===== src/rtl/seeg_record_ctrl_if.sv =====
// Conversion request/done handshake between the sEEG record sequencer (master)
// and the ADC front end (slave).
interface seeg_record_ctrl_if #(
    parameter int CH_W = 3
);
    logic            conv_req;
    logic [CH_W-1:0] conv_ch;
    logic            conv_done;

    modport master (output conv_req, output conv_ch, input conv_done);
    modport slave  (input conv_req, input conv_ch, output conv_done);
endinterface


===== src/rtl/seeg_record_ctrl.sv =====
// sEEG recording sequencer: turns start/stop pulses into a periodic frame schedule,
// walking the enabled channels in ascending order over a req/done handshake.
module seeg_record_ctrl #(
    parameter int NUM_CH  = 8,
    parameter int CH_W    = 3,
    parameter int DIV_W   = 16,
    parameter int FRAME_W = 32,
    parameter int TIMEOUT = 255
) (
    input  logic                clk,
    input  logic                rst,
    input  logic                record_start_i,
    input  logic                record_stop_i,
    input  logic [DIV_W-1:0]    sample_div_i,
    input  logic [NUM_CH-1:0]   ch_enable_i,
    seeg_record_ctrl_if.master  adc_if,
    output logic                recording_o,
    output logic                frame_start_o,
    output logic                frame_done_o,
    output logic [FRAME_W-1:0]  frame_count_o,
    output logic                overrun_o,
    output logic                timeout_err_o
);
    localparam int TO_W = $clog2(TIMEOUT + 1);

    // ST_RUN is the between-frames wait while a session is active.
    typedef enum logic [2:0] {
        ST_IDLE        = 3'd0,
        ST_FRAME_START = 3'd1,
        ST_REQ         = 3'd2,
        ST_GAP         = 3'd3,
        ST_STOPPING    = 3'd4,
        ST_RUN         = 3'd5
    } state_t;

    state_t             state_q;
    logic [DIV_W-1:0]   div_q;
    logic [DIV_W-1:0]   div_cnt_q;
    logic [NUM_CH-1:0]  pend_q;
    logic [TO_W-1:0]    to_q;
    logic               recording_q;
    logic               frame_start_q;
    logic               frame_done_q;
    logic [FRAME_W-1:0] frame_count_q;
    logic               overrun_q;
    logic               timeout_err_q;
    logic               conv_req_q;
    logic [CH_W-1:0]    conv_ch_q;

    logic               start_acc_d;
    logic               div_run_d;
    logic               tick_d;
    logic               to_hit_d;
    logic               hs_end_d;
    logic [NUM_CH-1:0]  pend_next_d;

    function automatic logic [CH_W-1:0] lowest_ch(input logic [NUM_CH-1:0] mask);
        logic [CH_W-1:0] idx;
        idx = '0;
        for (int i = NUM_CH - 1; i >= 0; i--) begin
            if (mask[i]) begin
                idx = CH_W'(i);
            end
        end
        return idx;
    endfunction

    // Start acceptance, frame tick, timeout hit and remaining-channel mask.
    always_comb begin
        start_acc_d = (state_q == ST_IDLE) && record_start_i && !record_stop_i;
        div_run_d   = recording_q && (state_q != ST_STOPPING);
        tick_d      = div_run_d && (div_cnt_q == div_q);
        to_hit_d    = (to_q == TO_W'(TIMEOUT - 1));
        hs_end_d    = adc_if.conv_done || to_hit_d;
        pend_next_d = pend_q & ~(NUM_CH'(1) << conv_ch_q);
    end

    // Frame-period divider: 0..div_q, tick on the terminal count.
    always_ff @(posedge clk or posedge rst) begin
        if (rst) begin
            div_cnt_q <= '0;
        end else if (start_acc_d || tick_d) begin
            div_cnt_q <= '0;
        end else if (div_run_d) begin
            div_cnt_q <= div_cnt_q + DIV_W'(1);
        end
    end

    // Sequencer FSM with registered outputs.
    always_ff @(posedge clk or posedge rst) begin
        if (rst) begin
            state_q       <= ST_IDLE;
            div_q         <= '0;
            pend_q        <= '0;
            to_q          <= '0;
            recording_q   <= 1'b0;
            frame_start_q <= 1'b0;
            frame_done_q  <= 1'b0;
            frame_count_q <= '0;
            overrun_q     <= 1'b0;
            timeout_err_q <= 1'b0;
            conv_req_q    <= 1'b0;
            conv_ch_q     <= '0;
        end else begin
            frame_start_q <= 1'b0;
            frame_done_q  <= 1'b0;
            case (state_q)
                ST_IDLE: begin
                    if (start_acc_d) begin
                        div_q         <= sample_div_i;
                        frame_count_q <= '0;
                        overrun_q     <= 1'b0;
                        timeout_err_q <= 1'b0;
                        recording_q   <= 1'b1;
                        frame_start_q <= 1'b1;
                        state_q       <= ST_FRAME_START;
                    end
                end
                ST_FRAME_START: begin
                    if (tick_d) begin
                        overrun_q <= 1'b1;
                    end
                    if (record_stop_i) begin
                        recording_q <= 1'b0;
                        state_q     <= ST_IDLE;
                    end else if (ch_enable_i == '0) begin
                        state_q <= ST_RUN;
                    end else begin
                        pend_q     <= ch_enable_i;
                        conv_ch_q  <= lowest_ch(ch_enable_i);
                        conv_req_q <= 1'b1;
                        to_q       <= '0;
                        state_q    <= ST_REQ;
                    end
                end
                ST_REQ: begin
                    if (tick_d) begin
                        overrun_q <= 1'b1;
                    end
                    if (hs_end_d) begin
                        conv_req_q <= 1'b0;
                        if (!adc_if.conv_done) begin
                            timeout_err_q <= 1'b1;
                        end
                        if (record_stop_i) begin
                            recording_q <= 1'b0;
                            state_q     <= ST_IDLE;
                        end else begin
                            pend_q  <= pend_next_d;
                            state_q <= ST_GAP;
                            if (pend_next_d == '0) begin
                                frame_done_q  <= 1'b1;
                                frame_count_q <= frame_count_q + FRAME_W'(1);
                            end
                        end
                    end else begin
                        to_q <= to_q + TO_W'(1);
                        if (record_stop_i) begin
                            state_q <= ST_STOPPING;
                        end
                    end
                end
                ST_GAP: begin
                    if (tick_d) begin
                        overrun_q <= 1'b1;
                    end
                    if (record_stop_i) begin
                        recording_q <= 1'b0;
                        state_q     <= ST_IDLE;
                    end else if (pend_q != '0) begin
                        conv_ch_q  <= lowest_ch(pend_q);
                        conv_req_q <= 1'b1;
                        to_q       <= '0;
                        state_q    <= ST_REQ;
                    end else begin
                        state_q <= ST_RUN;
                    end
                end
                ST_RUN: begin
                    if (record_stop_i) begin
                        recording_q <= 1'b0;
                        state_q     <= ST_IDLE;
                    end else if (tick_d) begin
                        frame_start_q <= 1'b1;
                        state_q       <= ST_FRAME_START;
                    end
                end
                // Let the outstanding conversion finish, then drop the session.
                ST_STOPPING: begin
                    if (hs_end_d) begin
                        conv_req_q  <= 1'b0;
                        recording_q <= 1'b0;
                        state_q     <= ST_IDLE;
                        if (!adc_if.conv_done) begin
                            timeout_err_q <= 1'b1;
                        end
                    end else begin
                        to_q <= to_q + TO_W'(1);
                    end
                end
                default: begin
                    conv_req_q  <= 1'b0;
                    recording_q <= 1'b0;
                    state_q     <= ST_IDLE;
                end
            endcase
        end
    end

    assign adc_if.conv_req = conv_req_q;
    assign adc_if.conv_ch  = conv_ch_q;
    assign recording_o     = recording_q;
    assign frame_start_o   = frame_start_q;
    assign frame_done_o    = frame_done_q;
    assign frame_count_o   = frame_count_q;
    assign overrun_o       = overrun_q;
    assign timeout_err_o   = timeout_err_q;
endmodule


===== src/flat_wrapper.sv =====
// flat-port wrapper written by rule: the top's interface ports become plain ports
module seeg_record_ctrl_flat 
#(
    parameter int NUM_CH  = 8,
    parameter int CH_W    = 3,
    parameter int DIV_W   = 16,
    parameter int FRAME_W = 32,
    parameter int TIMEOUT = 255
)
  (clk, rst, record_start_i, record_stop_i, sample_div_i, ch_enable_i, recording_o, frame_start_o, frame_done_o, frame_count_o, overrun_o, timeout_err_o, adc_if_conv_req, adc_if_conv_ch, adc_if_conv_done);
  seeg_record_ctrl_if #(.CH_W(CH_W)) adc_if_i ();
  input  logic clk;
  input  logic rst;
  input  logic record_start_i;
  input  logic record_stop_i;
  input  logic [DIV_W-1:0] sample_div_i;
  input  logic [NUM_CH-1:0] ch_enable_i;
  output logic recording_o;
  output logic frame_start_o;
  output logic frame_done_o;
  output logic [FRAME_W-1:0] frame_count_o;
  output logic overrun_o;
  output logic timeout_err_o;
  output wire logic [$bits(adc_if_i.conv_req)-1:0] adc_if_conv_req;
  output wire logic [$bits(adc_if_i.conv_ch)-1:0] adc_if_conv_ch;
  input wire logic [$bits(adc_if_i.conv_done)-1:0] adc_if_conv_done;
  assign adc_if_conv_req = adc_if_i.conv_req;
  assign adc_if_conv_ch = adc_if_i.conv_ch;
  assign adc_if_i.conv_done = adc_if_conv_done;
  seeg_record_ctrl #(.NUM_CH(NUM_CH), .CH_W(CH_W), .DIV_W(DIV_W), .FRAME_W(FRAME_W), .TIMEOUT(TIMEOUT)) u_core (.clk(clk), .rst(rst), .record_start_i(record_start_i), .record_stop_i(record_stop_i), .sample_div_i(sample_div_i), .ch_enable_i(ch_enable_i), .adc_if(adc_if_i), .recording_o(recording_o), .frame_start_o(frame_start_o), .frame_done_o(frame_done_o), .frame_count_o(frame_count_o), .overrun_o(overrun_o), .timeout_err_o(timeout_err_o));
endmodule

===== config.mk =====
export PLATFORM = sky130hd
export DESIGN_NAME = seeg_record_ctrl_flat
export DESIGN_NICKNAME = d
export VERILOG_FILES = /design/src/rtl/seeg_record_ctrl_if.sv /design/src/rtl/seeg_record_ctrl.sv /design/src/flat_wrapper.sv
export SDC_FILE = /design/constraint.sdc
export NUM_CORES = 1
export LEC_CHECK = 0
export CORE_MARGIN = 1
export CORE_UTILIZATION = 35
export CTS_BUF_LIST = sky130_fd_sc_hd__clkbuf_2
export DETAILED_ROUTE_END_ITERATION = 16
export SYNTH_ARGS = -nofsm -noshare
export SYNTH_HDL_FRONTEND = slang
export SYNTH_SLANG_ARGS = --single-unit

===== constraint.sdc =====
create_clock -name clk -period 4.5 [get_ports clk]
set_input_delay 0.9 -clock clk [delete_from_list [all_inputs] [get_ports clk]]
set_output_delay 0.9 -clock clk [all_outputs]
set_load 0.05 [all_outputs]

==> out/qor.txt <==
Hpwl dp: 8.94 mm
Mean Syn Cell Area: 8.82 um2
Post-Syn Instances: 567
CTS Buffer Depth: 2
Area grow syn2layout: 20.3%
Max-Slew Margin vs Limit: 51.4%
Number of port buffers: 69
Core box area: 13900 um2
P per Cell Area: 454 nW/um2
Clock slew at reported path FFs: 0.24 ns
1st-iter DRT viols: 258
Initial antenna violation count: 1
Detailed Routing Iterations Pass 1: 5
Cell Count, Final, Fillers Out: 817
Vias in the first global route: 4390
Total nets after synthesis: 600
Synth top area share: 46.0%
EDFF count, synth: 0
Postcts setup bufs: 0
Post-synthesis sequential area ratio: 46.0%
Post-synth cell types: 52
Final WS setup: 1.49 ns
WL per Instance: 15.6 um
Crit-path cells: clkdlybuf4s50_1
Clk_lat worst skew: 0.60 ns
Post-synthesis register bit count: 92
Max Cap Viol: 0
CTS tree: yes
Status: finished, final reports clean
Worst-margin pin slew: 0.723 ns
Worst EP arrival: 2.11 ns
Post-synth top cells: nand2_1, dfrtp_1, nor2_1
Setup violators final: 0
Clk root buf: clkbuf_2
Post-route cell area: 6020 um2
Die X: 122 um
Clock period minus worst slack: 3.01 ns
F_max: 0.332 GHz
Final ANT Viol Nets: 0
Sink Count: 92
GRT overflow: 0
TNS Setup: 0 ns
Ratio of cells with drive above 1 in the final layout: 5.51%
Fin. Hold Viols: 0
GPL Wtd Cong: 0.850
DP Area: 5880 um2
Via count: 4525
Die area: 14800 um2
Crit path capture type: output port
Max-slew violations: 0
CTS Hold Bufs: 0
Main synth FF type: dfrtp_1
Count leader, synth: nand2_1
Post-synth ARST share: 100%
Family with the most delay on the worst path: buffers and inverters
CTS Buf Count: 9
Dpl ws: 1.21 ns
PostCTS Resize Cnt: 0
Nets: 663
Via density: 5.54
Gr usage total: 18.3%
Worst path required time: 3.60 ns
Ports: 70
H-tree lvl count: 3
Max incr delay on CP: 0.89 ns
Type of the most critical hold path: reg2reg
Total Wirelength: 12.7 mm
First-pass GRT wire length: 21.4 mm
Yosys warns: 0
P_leak: 0.00256 uW
Cell taking the most area after synthesis: dfrtp_1
Max IR drop VDD: 162 uV
Starting density of the core: 35.9%
Cell row count: 43
Slowest CP cell: clkdlybuf4s50_1
Unrepaired setup endpoints after global routing: no
# DRC: 0
Buf/Inv on CP: 1
R2r setup slk: 1.76 ns
Crit path max fanout: 12
Final Util: 43.2%
Final period util: 66.9%
Largest cells by area after synthesis: dfrtp_1, nand2_1, a21oi_1
CP startpoint kind: flop
WS Path Type: reg2out
Post-Syn Area: 5000 um2
Post-Place Cells: 799
Setup Skew: 0.0424 ns
Die Ht: 122 um
Largest net degree at the start of global routing: 49
## cells by family (layout without fill, tap and decap cells)
kind of cell	count (synthesis)	in the layout	synth area share, %
buf+inv	34	102	2.80
flops	92	92	46.0
compound gates	125	125	15.9
simple gates	276	276	27.9
fa+ha+maj	4	4	1.00
mux	4	4	0.826
xor+xnor	32	32	5.60
other cells	0	2	0
## layout by cell type (no fill, tap or decap), types with 4 or more instances in the layout
cell type	instances
a21oi_1	39
a22o_1	7
and2_1	6
and3_1	17
and4_1	6
buf_4	7
clkbuf_2	9
clkdlybuf4s50_1	69
clkinv_2	4
dfrtp_1	92
ha_1	4
inv_1	9
nand2_1	95
nand2b_1	5
nand3_1	28
nand4_1	14
nor2_1	43
nor3_1	11
nor4_1	5
o21ai_0	37
o31ai_1	12
or3_1	17
or4_1	16
xnor2_1	15
xor2_1	17
## metrics by stage
stage | power, uW | hold slack (ns)
2_1_floorplan | 1960 | 0.465
3_3_place_gp | 2250 | 0.487
3_5_place_dp | 2270 | 0.490
4_1_cts | 2750 | 0.530
5_1_grt | 2920 | 0.540
6_report | 2730 | 0.535
## registers in the layout, indices dropped and copies added (netlist names)
name / cells
u_core.frame_count_o: 32
u_core.overrun_o: 1
u_core.timeout_err_o: 1
u_core.adc_if.conv_ch: 3
u_core.div_q: 16
u_core.to_q: 8
u_core.state_q: 3
u_core.pend_q: 8
u_core.adc_if.conv_req: 1
u_core.div_cnt_q: 16
u_core.frame_start_o: 1
u_core.frame_done_o: 1
u_core.recording_o: 1
## worst paths after layout
check                                                startpoint                                   end  cells past startpoint
min in group asynchronous                                   rst          u_core.pend_q[3]$_DFFE_PP0P_                      2
max in group asynchronous                                   rst          u_core.div_q[15]$_DFFE_PP0P_                      3
min reg2reg                        u_core.div_q[12]$_DFFE_PP0P_          u_core.div_q[12]$_DFFE_PP0P_                      2
max reg2reg                       u_core.state_q[0]$_DFFE_PP0P_  u_core.frame_count_o[24]$_DFFE_PP0P_                      7
max                        u_core.adc_if.conv_ch[0]$_DFFE_PP0P_                     adc_if_conv_ch[0]                      1
min                                u_core.div_q[12]$_DFFE_PP0P_          u_core.div_q[12]$_DFFE_PP0P_                      2
## routing by layer
metal  part of all wire, %  wire length, um  track usage, %
met5                     0                0               0
met4                   1.5              185            7.18
met3                   4.1              525            3.14
met2                    47             5940            28.7
met1                    48             6070            25.2
## power breakdown
part           switching, uW  total, uW  internal [uW]
combinational            602       1010            412
sequential               243       1240            997
clock                    296        477            182
total                   1140       2730           1590
## layout make-up
type	instances	area (um2)
Tap cell	180	225
Timing Repair Buffer	76	743
Antenna cell	2	5.00
Multi-Input combinational cell	441	2570
Fill cell	1355	7920
Sequential cell	92	2300
Clock inverter	7	91.3
Inverter	10	38.8
Clock buffer	9	45.0
No activity file was read; power rests on OpenSTA's default activity.
